==> src/rtl/div_sequencer.sv <==
// Multi-cycle DIV/DIVU controller: one quotient bit per cycle, using magnitudes plus sign fix-up.
// Outputs q/r/div_zero are stable between completions so HI/LO can read them at any time.
module div_sequencer #(
   parameter int unsigned WIDTH = 32
) (
   input  logic             clock,
   input  logic             reset,
   input  logic             start,
   input  logic             is_signed,
   input  logic [WIDTH-1:0] dividend,
   input  logic [WIDTH-1:0] divisor,
   input  logic             flush,
   output logic             busy,
   output logic             done,
   output logic [WIDTH-1:0] q,
   output logic [WIDTH-1:0] r,
   output logic             div_zero
);

   localparam int unsigned CW = $clog2(WIDTH + 1);

   typedef enum logic [2:0] {IDLE, PREP, ITER, FIX, DONE} state_t;

   state_t           state, state_nx;
   logic [WIDTH-1:0] a_mag, b_mag, rem, quo;
   logic             neg_a, neg_b;
   logic [CW-1:0]    cnt;
   logic             accept, zero_div;
   logic [WIDTH:0]   rem_sh;
   logic             ge;
   logic [WIDTH-1:0] rem_nx;

   always_comb begin
      state_nx = state;
      busy     = 1'b0;
      done     = 1'b0;
      accept   = 1'b0;
      zero_div = (divisor == '0);
      case (state)
         IDLE, DONE: begin
            done     = (state == DONE);
            state_nx = IDLE;
            if (start) begin
               accept   = 1'b1;
               state_nx = zero_div ? DONE : PREP;
            end
         end
         PREP: begin
            busy     = 1'b1;
            state_nx = ITER;
         end
         ITER: begin
            busy = 1'b1;
            if (cnt == CW'(WIDTH - 1)) state_nx = FIX;
         end
         FIX: begin
            busy     = 1'b1;
            state_nx = DONE;
         end
         default: state_nx = IDLE;
      endcase
      if (flush) begin
         state_nx = IDLE;
         accept   = 1'b0;
      end
   end

   // The compare is WIDTH+1 bits wide; the subtraction result always fits in WIDTH bits.
   always_comb begin
      rem_sh = {rem, a_mag[WIDTH-1]};
      ge     = (rem_sh >= {1'b0, b_mag});
      rem_nx = ge ? (rem_sh[WIDTH-1:0] - b_mag) : rem_sh[WIDTH-1:0];
   end

   always_ff @(posedge clock) begin
      if (reset) state <= IDLE;
      else       state <= state_nx;
   end

   always_ff @(posedge clock) begin
      if (reset) begin
         a_mag    <= '0;
         b_mag    <= '0;
         rem      <= '0;
         quo      <= '0;
         neg_a    <= 1'b0;
         neg_b    <= 1'b0;
         cnt      <= '0;
         q        <= '0;
         r        <= '0;
         div_zero <= 1'b0;
      end else begin
         case (state)
            IDLE, DONE: begin
               if (accept && zero_div) begin
                  q        <= '1;
                  r        <= dividend;
                  div_zero <= 1'b1;
               end else if (accept) begin
                  a_mag <= dividend;
                  b_mag <= divisor;
                  neg_a <= is_signed & dividend[WIDTH-1];
                  neg_b <= is_signed & divisor[WIDTH-1];
               end
            end
            PREP: begin
               if (neg_a) a_mag <= -a_mag;
               if (neg_b) b_mag <= -b_mag;
               rem <= '0;
               quo <= '0;
               cnt <= '0;
            end
            ITER: begin
               a_mag <= {a_mag[WIDTH-2:0], 1'b0};
               rem   <= rem_nx;
               quo   <= {quo[WIDTH-2:0], ge};
               cnt   <= cnt + 1'b1;
            end
            FIX: begin
               // Sign flags already include is_signed, so unsigned ops pass straight through.
               if (!flush) begin
                  q        <= (neg_a ^ neg_b) ? -quo : quo;
                  r        <= neg_a ? -rem : rem;
                  div_zero <= 1'b0;
               end
            end
            default: ;
         endcase
      end
   end

endmodule

==> config.mk <==
export PLATFORM = sky130hd
export DESIGN_NAME = div_sequencer
export DESIGN_NICKNAME = d
export VERILOG_FILES = /design/src/rtl/div_sequencer.sv
export SDC_FILE = /design/constraint.sdc
export NUM_CORES = 1
export LEC_CHECK = 0
export BUFFER_PORTS_ARGS = -buffer_cell sky130_fd_sc_hd__buf_4
export CORE_AREA = 2 2 105 209
export CTS_CLUSTER_DIAMETER = 80
export DETAILED_ROUTE_END_ITERATION = 16
export DIE_AREA = 0 0 107 211
export GPL_ROUTABILITY_DRIVEN = 0
export PLACE_DENSITY = 0.78
export SKIP_LAST_GASP = 1
export SLEW_MARGIN = 15
export SYNTH_ARGS = -nofsm -noshare
export SYNTH_HDL_FRONTEND = slang
export SYNTH_SLANG_ARGS = --single-unit
==> constraint.sdc <==
create_clock -name clock -period 8.47 [get_ports clock]
set_clock_uncertainty 0.2 [all_clocks]
set_input_delay 1.694 -clock clock [delete_from_list [all_inputs] [get_ports clock]]
set_output_delay 1.694 -clock clock [all_outputs]
set_load 0.01 [all_outputs]
==> run_results.csv <==
group,metric,value,unit
grt,grt_remaining_overflow,0,
final_layout,layout.nets,1796,
route,vias,13000,
grt,grt_util_all_layers,0.367,
critical_path,path_class,"in2reg",
floorplanning,ios,136,
sta,hold_slack,281,ps
route,drc,0,
place,dpl.hpwl,30700,um
synth,synth_edf_count,0,
synth,syn-num-nets,1737,
sta,fin_tns_setup,0,ps
synth,seq_area_frac_synth,0.328,
critical_path,cp-end-kind,"register",
route,antenna_left,0,
synth,ys_types,69,
clocking,clockRootBuffer,"clkbuf_16",
sta,post-route-period-util,0.516,
floorplanning,initial_core_util,0.596,
critical_path,cp_max_fo,25,
final_layout,layout-drive-gt1-share,0.132,
clocking,cts_sinks,204,
hold_path,holdPathEnd,"r[26]$_SDFFE_PP0P_",
power_and_ir_drop,power.leakage,0.00547,uW
route,first_iter_violations,939,
grt,grt_pass1_wl,65200,um
grt,antenna_found_initial,0,
sta,final-setup-viol-count,0,
synth,synthCells,1630,
grt,first_global_vias,12300,
sta,hold_viol,0,
clocking,ctsLongestPathBuffers,3,
place,dp_cells,1936,
sta,slew_headroom,0.330,
floorplanning,die_width,107,um
final_layout,antenna_cells,0,
sta,max_freq,0.229,GHz
synth,synth_warnings,0,
clocking,cts_tree,"built",
job,drv_cap,0,
hold_path,hold_depth,2,
final_layout,fin_cells,1972,
floorplanning,core,20900,sq um
sta,rsz0062_at_grt,"no",
clocking,post_cts_buffers,0,
route,drt_wl_total,41700,um
grt,grt_max_degree,78,
floorplanning,rows,75,
synth,synth-async-reset-ratio,0,
final_layout,areaGrowthSynthToFinish,14.8,%
critical_path,r2r-end,"rem[26]$_SDFFE_PP0N_",
synth,syn_area_per_cell,7.65,sq um
sta,maxSlewViolCount,0,
critical_path,r2r_cells,11,
floorplanning,die_area,22600,sq um
synth,synth-seq-cells,204,
synth,syn_area,12500,sq um
sta,tightest_slew,1000,ps
clocking,hold_buffers,0,
critical_path,crit_path_start_kind,"input port",
critical_path,worstReg2RegStart,"b_mag[14]$_SDFFE_PP0P_",
route,first_pass_iters,6,
run_status,status,"completed",
route,wire_per_inst,21.2,um
hold_path,min_from,"r[26]$_SDFFE_PP0P_",
clocking,clk_pin_slew,70,ps
floorplanning,die_h,211,um
critical_path,reg2reg_setup_slack,4430,ps
critical_path,critical_path_arrival,4570,ps
power_and_ir_drop,p_per_area,170,nW/um^2
sta,period_minus_slack,4370,ps
route,routed_via_density,6.57,
clocking,cts_inserted_buffers,20,
synth,synthFlopType,"dfxtp_1",
power_and_ir_drop,ir_worst_vdd,171,uV
place,port_buffers,135,
clocking,cts-resized-gates,0,
hold_path,hold_path_class,"reg2reg",
critical_path,worstPathRequired,8680,ps
clocking,clk_latency,520,ps
clocking,h-tree-depth,1,
worst max-delay path by stage:
stage               startpoint                      to  slack, ps
floorplan           divisor[3]  a_mag[23]$_SDFFE_PP0P_       4650
global placement    divisor[0]  b_mag[30]$_SDFFE_PP0P_       3740
detailed placement  divisor[0]  b_mag[30]$_SDFFE_PP0P_       3660
CTS                 divisor[0]       r[0]$_SDFFE_PP0P_       4150
global route        divisor[0]  b_mag[30]$_SDFFE_PP0P_       3800
finish              divisor[0]  b_mag[30]$_SDFFE_PP0P_       4100
placed cells by master (no fill, tap or decap), types with 13 or more instances in the layout:
cell type	synthesis	final
nor2_1	213	210
dfxtp_1	204	204
buf_4	0	156
nand2_1	130	130
o21ai_0	109	109
a21oi_1	100	100
a22oi_1	64	64
nor3_1	64	62
inv_1	56	56
xnor2_1	54	53
nand3_1	52	52
a211oi_1	48	48
xor2_1	37	37
ha_1	37	37
a31oi_1	28	28
o31ai_1	24	24
nor4_1	22	22
clkbuf_16	0	21
mux2i_1	16	16
nand4_1	15	15
a32oi_1	15	15
o21a_1	13	13
a221o_1	13	13
layer usage:
| layer | wire length, um | share of wire | up-vias | global-route usage |
|---|---|---|---|---|
| met2 | 20400 | 0.49 | 589 | 0.627 |
| met1 | 14200 | 0.34 | 6038 | 0.377 |
| met5 | 0 | 0 | - | 0 |
| met4 | 4820 | 0.12 | 0 | 0.355 |
| met3 | 2350 | 0.056 | 187 | 0.0423 |
| li1 | - | - | 6137 | - |
final cells by class:
| class | instances | area, sq um |
|---|---|---|
| multi-input combinational | 1251 | 7780 |
| sequential | 204 | 4080 |
| fill | 1784 | 6610 |
| timing repair buffer | 156 | 1170 |
| clock buffer | 23 | 543 |
| clock inverter | 13 | 188 |
| inverter | 56 | 210 |
| tap | 269 | 337 |
through the flow:
stage	power (uW)	setup slack (ps)	instance area, sq um	util
global placement	1430	3740	13600	0.649
global route	2510	3800	14300	0.684
finish	2430	4100	14300	0.684
detailed placement	1440	3660	13600	0.649
floorplan	1310	4650	12500	-
CTS	2430	4150	14300	0.684
flip-flops by register name, summed over array words and instances (netlist names):
name      count
a_mag        32
b_mag        32
cnt           6
div_zero      1
neg_a         1
neg_b         1
q            32
quo          32
r            32
rem          32
state         3
cell usage after synthesis (6+ instances only):
| cell | count | area (sq um) |
|---|---|---|
| nor2_1 | 213 | 800 |
| dfxtp_1 | 204 | 4080 |
| nand2_1 | 130 | 488 |
| clkbuf_1 | 114 | 428 |
| o21ai_0 | 109 | 546 |
| a21oi_1 | 100 | 500 |
| a22oi_1 | 64 | 480 |
| nor3_1 | 64 | 320 |
| inv_1 | 56 | 210 |
| xnor2_1 | 54 | 473 |
| nand3_1 | 52 | 260 |
| a211oi_1 | 48 | 360 |
| ha_1 | 37 | 463 |
| xor2_1 | 37 | 324 |
| a31oi_1 | 28 | 175 |
| o31ai_1 | 24 | 180 |
| nor4_1 | 22 | 138 |
| mux2i_1 | 16 | 160 |
| a32oi_1 | 15 | 131 |
| nand4_1 | 15 | 93.8 |
| a221o_1 | 13 | 130 |
| o21a_1 | 13 | 97.6 |
| a2111oi_0 | 12 | 105 |
| or3_1 | 12 | 75.1 |
| a221oi_1 | 11 | 96.3 |
| a21o_1 | 10 | 75.1 |
| nand2b_1 | 10 | 62.6 |
| o22ai_1 | 10 | 62.6 |
| nand3b_1 | 9 | 67.6 |
| nor3b_1 | 9 | 67.6 |
| o211ai_1 | 9 | 67.6 |
| a311oi_1 | 8 | 70.1 |
| and2_1 | 7 | 43.8 |
| o41ai_1 | 7 | 61.3 |
| or4_1 | 7 | 52.6 |
| or2_2 | 6 | 37.5 |
logic make-up after synthesis:
group / after synthesis / synth area share
adder cells (fa/ha/maj): 38 / 0.0387
buffers and inverters: 175 / 0.0530
multiplexers: 20 / 0.0165
AO/OA/AOI/OAI: 515 / 0.277
flip-flops: 204 / 0.328
AND/OR/NAND/NOR: 587 / 0.223
XOR/XNOR: 91 / 0.0639
critical path: stages:
cell and delay [ps]:
buf_4 110, nor4_1 400, nand4_1 200, o311ai_0 490, or2_2 530, nand2_1 490
nand3_1 230, o21ai_0 100, a221oi_1 310
report_power, final:
part           internal, uW  total (uW)  switching (uW)
registers               982        1020            32.9
clock network           590        1000             411
logic                   154         413             259
total                  1730        2430             703
Note: power is estimated with default switching activity, not from simulation.
